$ cat config.mk
export PLATFORM = sky130hd
export DESIGN_NAME = upscale_strip_scheduler
export DESIGN_NICKNAME = d
export VERILOG_FILES = /design/src/rtl/upscale_strip_scheduler.sv
export SDC_FILE = /design/constraint.sdc
export NUM_CORES = 2
export LEC_CHECK = 0
export CAP_MARGIN = 20
export CORE_UTILIZATION = 40
export CTS_CLUSTER_SIZE = 28
export DETAILED_ROUTE_END_ITERATION = 8
export PLACE_DENSITY_LB_ADDON = 0.05
export SKIP_CTS_REPAIR_TIMING = 1
export SYNTH_ARGS = -nofsm -noshare
export SYNTH_HDL_FRONTEND = slang
export SYNTH_SLANG_ARGS = --single-unit
$ cat constraint.sdc
create_clock -name clk_in -period 88.7 [get_ports clk_in]
set_input_delay 26.61 -clock clk_in [delete_from_list [all_inputs] [get_ports clk_in]]
set_output_delay 26.61 -clock clk_in [all_outputs]
set_load 0.02 [all_outputs]
$ cat src/rtl/upscale_strip_scheduler.sv
// upscale_strip_scheduler: buffers 4x4 RGB blocks and bursts one strip per refill into the 4-row line buffer.
// One block is loaded every 4 cycles from the trigger; a starved strip is skipped so upstream stays strip-aligned.
module upscale_strip_scheduler #(
    parameter int FRAME_WIDTH  = 512,
    parameter int FRAME_HEIGHT = 512,
    parameter int H_ACTIVE     = 1280,
    parameter int V_TOTAL      = 750,
    parameter int FIFO_DEPTH   = 8
) (
    input  logic                              clk_in,
    input  logic                              rst_n_in,
    input  logic [10:0]                       hcount_in,
    input  logic [9:0]                        vcount_in,
    input  logic [3:0][3:0][7:0]              r_blk_in,
    input  logic [3:0][3:0][7:0]              g_blk_in,
    input  logic [3:0][3:0][7:0]              b_blk_in,
    input  logic                              blk_valid_in,
    output logic                              blk_ready_out,
    output logic [3:0][3:0][7:0]              buf_r_out,
    output logic [3:0][3:0][7:0]              buf_g_out,
    output logic [3:0][3:0][7:0]              buf_b_out,
    output logic                              buf_valid_write_out,
    output logic                              buf_valid_read_addr_out,
    output logic                              frame_start_out,
    output logic [$clog2(FRAME_HEIGHT/4)-1:0] strip_idx_out,
    output logic                              busy_out,
    output logic                              underrun_out
);
    localparam int BLOCKS = FRAME_WIDTH / 4;
    localparam int BW = $clog2(BLOCKS);
    localparam int SW = $clog2(FRAME_HEIGHT / 4);
    localparam int PW = $clog2(FIFO_DEPTH);
    localparam logic [BW-1:0] BLK_LAST = BW'(BLOCKS - 1);
    localparam logic [PW:0] FIFO_FULL = (PW + 1)'(FIFO_DEPTH);
    localparam logic [10:0] H_TRIG = 11'(H_ACTIVE);
    localparam logic [9:0] V_LAST = 10'(V_TOTAL - 1);
    localparam logic [1:0] IDLE = 2'd0, BURST = 2'd1, SKIP = 2'd2;

    logic [1:0]    state_q, state_d, phase_q, phase_d;
    logic [BW-1:0] blk_cnt_q, blk_cnt_d;
    logic [PW:0]   count_q, count_d;
    logic [PW-1:0] rd_ptr_q, rd_ptr_d, wr_ptr_q, wr_ptr_d;
    logic [SW-1:0] strip_q, strip_d;
    logic          underrun_q, underrun_d, frame_start_q, frame_start_d, wr_q, wr_d;
    logic [383:0]  buf_q, buf_d;
    logic [383:0]  mem_q [FIFO_DEPTH];
    logic          trig_frame, trig_strip, avail, pop, push;
    logic [SW-1:0] strip_next;

    assign trig_frame = (hcount_in == H_TRIG) && (vcount_in == V_LAST);
    assign trig_strip = (hcount_in == H_TRIG) && (vcount_in[1:0] == 2'b11)
                        && (int'(vcount_in) + 1 < FRAME_HEIGHT);
    assign strip_next = SW'((int'(vcount_in) + 1) >> 2);
    assign avail = count_q != '0;

    always_comb begin
        state_d = state_q;
        phase_d = phase_q + 2'd1;
        blk_cnt_d = blk_cnt_q;
        strip_d = strip_q;
        underrun_d = underrun_q;
        frame_start_d = 1'b0;
        pop = 1'b0;
        if (state_q == IDLE) begin
            // The trigger cycle itself is phase 0, so its pop lands on the buffer at T+1.
            phase_d = 2'd1;
            if (trig_frame || trig_strip) begin
                strip_d = trig_frame ? '0 : strip_next;
                frame_start_d = trig_frame;
                pop = avail;
                blk_cnt_d = avail ? BW'(1) : '0;
                underrun_d = underrun_q || !avail;
                state_d = avail ? BURST : SKIP;
            end
        end else if (state_q == BURST) begin
            if (phase_q == 2'd0) begin
                pop = avail;
                blk_cnt_d = avail ? blk_cnt_q + BW'(1) : blk_cnt_q;
                underrun_d = underrun_q || !avail;
                state_d = !avail ? SKIP : (blk_cnt_q == BLK_LAST) ? IDLE : BURST;
            end
        end else if (blk_valid_in) begin
            blk_cnt_d = blk_cnt_q + BW'(1);
            state_d = (blk_cnt_q == BLK_LAST) ? IDLE : SKIP;
        end
    end

    // In SKIP every offered block is taken and dropped rather than queued.
    assign blk_ready_out = (count_q != FIFO_FULL) || pop || (state_q == SKIP);
    assign push = blk_valid_in && blk_ready_out && (state_q != SKIP);

    always_comb begin
        count_d = count_q + (PW + 1)'(push) - (PW + 1)'(pop);
        wr_ptr_d = wr_ptr_q + PW'(push);
        rd_ptr_d = rd_ptr_q + PW'(pop);
        buf_d = pop ? mem_q[rd_ptr_q] : buf_q;
        wr_d = pop;
    end

    always_ff @(posedge clk_in) begin
        if (push) mem_q[wr_ptr_q] <= {r_blk_in, g_blk_in, b_blk_in};
    end

    always_ff @(posedge clk_in) begin
        if (!rst_n_in) begin
            state_q <= IDLE;
            phase_q <= '0;
            blk_cnt_q <= '0;
            count_q <= '0;
            rd_ptr_q <= '0;
            wr_ptr_q <= '0;
            strip_q <= '0;
            underrun_q <= 1'b0;
            frame_start_q <= 1'b0;
            wr_q <= 1'b0;
            buf_q <= '0;
        end else begin
            state_q <= state_d;
            phase_q <= phase_d;
            blk_cnt_q <= blk_cnt_d;
            count_q <= count_d;
            rd_ptr_q <= rd_ptr_d;
            wr_ptr_q <= wr_ptr_d;
            strip_q <= strip_d;
            underrun_q <= underrun_d;
            frame_start_q <= frame_start_d;
            wr_q <= wr_d;
            buf_q <= buf_d;
        end
    end

    assign {buf_r_out, buf_g_out, buf_b_out} = buf_q;
    assign buf_valid_write_out = wr_q;
    assign buf_valid_read_addr_out = (int'(hcount_in) < FRAME_WIDTH) && (int'(vcount_in) < FRAME_HEIGHT);
    assign frame_start_out = frame_start_q;
    assign strip_idx_out = strip_q;
    assign busy_out = state_q != IDLE;
    assign underrun_out = underrun_q;
endmodule
==> flow_summary_export.csv <==
group,metric,value,unit
power_and_ir_drop,ir_drop,18.2,µV
clock_tree,insertion_delay,0.93,ns
global_route,grt_pass1_vias,70300,
synth,synth_area_leaders,"edfxtp_1 70%, mux4_2 13%, dfxtp_1 6.3%",
synth,netlist_area,0.132,mm²
flow_run,cap_viol_max_count,0,
synth,synthArstFlopShare,0,%
placed_design,dp_hpwl,191,mm
route,num_vias,66900,
floorplanning,row_count,210,
floorplanning,start_util,40.3,%
outcome,status,"complete, no violations",
clock_tree,cts_buffers,376,
synth,synth_common_cells,"3072 x edfxtp_1, 768 x mux4_2, 645 x nand2_1, 415 x dfxtp_1, 324 x nand3_1",
synth,ys_ff_latch,3487,
final_layout,fin_util,48.0,%
final_layout,regArea,0.101,mm²
route,drc,0,
critical_path,critical_path.reg2reg.startpoint,"state_q[0]$_SDFFE_PN0P_",
synth,yosysWarnings,0,
timing,min_period,55.49,ns
critical_path,setup.worst_path.class,"input port to output port",
synth,synth_top_cell_area_share,69.8,%
synth,syn_nets,7054,
route,antenna_left,0,
clock_tree,clockRootBuffer,"clkbuf_16",
power_and_ir_drop,p_leak,47.2,nW
timing,finClkSkew,0.0530,ns
critical_path,critPathLaunchType,"input port",
synth,yosysSeqAreaShare,76.1,%
synth,synth_cell_types,58,
placed_design,place_congestion,0.772,
route,routed_wl,349,mm
route,drtPass1Iterations,5,
clock_tree,clkTransAtPathRegs,0.06,ns
clock_tree,cts_tree,"yes",
critical_path,crit_path_frequent_cell,"clkdlybuf4s50_1",
global_route,grt_pass1_wl,504,mm
critical_path,endpoint_kind,"output port",
floorplanning,die_w,577,µm
critical_path,crit_required,62.09,ns
timing,report.final.slew_viol_count,0,
clock_tree,cts_max_path_buffers,4,
placed_design,place_inst,11500,
synth,syn_area_per_cell,19.9,µm²
critical_path,cpMaxStageDelayCell,"clkdlybuf4s50_1",
global_route,overflow,0,
synth,synth_top_area_cell,"edfxtp_1",
critical_path,cp-startpoint,"hcount_in[1]",
timing,maxSlewHeadroom,30.3,%
placed_design,portBuffers,804,
synth,yosysMostFrequentCell,"edfxtp_1",
timing,min_period_over_period,62.6,%
synth,syn_inst,6633,
synth,synth_edf_count,3072,
hold_path,min_path_type,"flip-flop to flip-flop",
critical_path,cp_data_arrival_time,28.88,ns
clock_tree,clkSinkCount,3487,
final_layout,drive_gt1_share,23.5,%
route,avgViaCountPerCell,5.46,
floorplanning,core_area,0.328,mm²
global_route,antenna_found_initial,126,
final_layout,multi_input_area,0.0297,mm²
timing,hold_viol,0,
timing,worst_pin_slew,1.05,ns
critical_path,worst_path_largest_cell_delay,0.66,ns
synth,synth-main-ff-cell,"edfxtp_1",
critical_path,crit_chain,"clkdlybuf4s50_1 -> nor4_2 -> nand3_1 -> a2bb2oi_4 -> o21a_4 -> o2111ai_1 -> clkdlybuf4s50_1",
floorplanning,dieArea,0.333,mm²
clock_tree,htree_levels,5,
power_and_ir_drop,power.density,23.3,mW/mm²
critical_path,cp_max_fo,4,
final_layout,fill_cells,27400,
global_route,grt_max_degree,135,
floorplanning,ios,805,
timing,rsz0062_at_grt,"false",
floorplanning,die_h,577,µm
timing,fmax,18.0,MHz
final_layout,synthToLayoutAreaGrowth,19.2,%
route,avgRoutedWirePerCell,28.5,µm
global_route,grtUsageTotal,20.8,%
final_layout,num-nets-final,7953,
timing,fin_tns_setup,0,ns
timing,setup-violations-final,0,
hold_path,hp-start,"phase_q[0]$_SDFF_PN0_",
final_layout,final_cells,12200,
critical_path,ff2ff_setup_slack,82.09,ns
route,drt_iter0_markers,4591,
area by class of cell:
type,instances,share of cell area [%]
Timing Repair Buffer,939,5.88
Antenna cell,40,0.0636
Inverter,14,0.0485
Tap cell,4346,3.45
Clock inverter,154,1.04
Clock buffer,543,6.77
Sequential cell,3487,63.9
Multi-Input combinational cell,2714,18.8
registers in the layout, summed over array words and instances (netlist names):
signal               flops
mem_q                 3072
buf_q                  384
blk_cnt_q                7
strip_idx_out            7
count_q                  4
rd_ptr_q                 3
wr_ptr_q                 3
phase_q                  2
state_q                  2
buf_valid_write_out      1
frame_start_out          1
underrun_out             1
path summary, 6_finish.rpt:
check / endpoint / cells past startpoint
worst min-delay path: phase_q[0]$_SDFF_PN0_ / 1
worst max-delay path: blk_ready_out / 7
worst min register to register: phase_q[0]$_SDFF_PN0_ / 1
worst max register to register: mem_q[4][341]$_DFFE_PP_ / 9
metal layers:
| layer | track usage, % | share of wire, % |
|---|---|---|
| met1 | 27.3 | 42 |
| met2 | 34.5 | 49 |
| met3 | 5.09 | 6.6 |
| met4 | 5.65 | 2.3 |
| met5 | 0 | 0.15 |
critical path, delay by kind of cell:
family | cells | cell delay (ns)
AOI/OAI and AO/OA | 3 | 0.53
buffers and inverters | 2 | 1.07
and+or+nand+nor | 2 | 0.66
cell usage in the layout, fill, tap and decap left out, types with 14 or more instances in the layout:
master / instances
edfxtp_1: 3072
clkdlybuf4s50_1: 804
mux4_2: 768
nand2_1: 645
dfxtp_1: 412
clkbuf_16: 381
nand3_1: 323
a31oi_1: 315
mux2_2: 313
buf_4: 120
clkbuf_1: 111
nor2_1: 91
mux2i_1: 71
clkinv_2: 67
a211oi_2: 55
clkbuf_8: 51
diode_2: 40
clkinv_1: 35
bufinv_16: 26
a21oi_1: 18
a211oi_1: 17
buf_12: 14
cell families after synthesis:
family / synth area share [%]
compound gates: 2.32
buf+inv: 1.47
mux: 16.3
flops: 76.1
xor+xnor: 0.0663
simple gates: 3.59
fa+ha+maj: 0.129
metrics by stage:
stage | total power, W | instance area (µm²) | setup WS, ns | hold slack [ns]
3_5_place_dp | 0.00215 | 145000 | 33.20 | 0.423
2_1_floorplan | 0.00210 | 132000 | 33.50 | 0.408
3_3_place_gp | 0.00215 | 145000 | 33.20 | 0.419
5_1_grt | 0.00378 | 157000 | 33.09 | 0.470
4_1_cts | 0.00371 | 157000 | 33.20 | 0.432
6_report | 0.00366 | 157000 | 33.21 | 0.430
where the power goes:
group          switching [W]  total, W  internal (W)
Combinational       0.000149  0.000232     0.0000829
Sequential         0.0000129   0.00188       0.00186
Clock               0.000643   0.00155      0.000912
No activity file was read; power rests on OpenSTA's default activity.
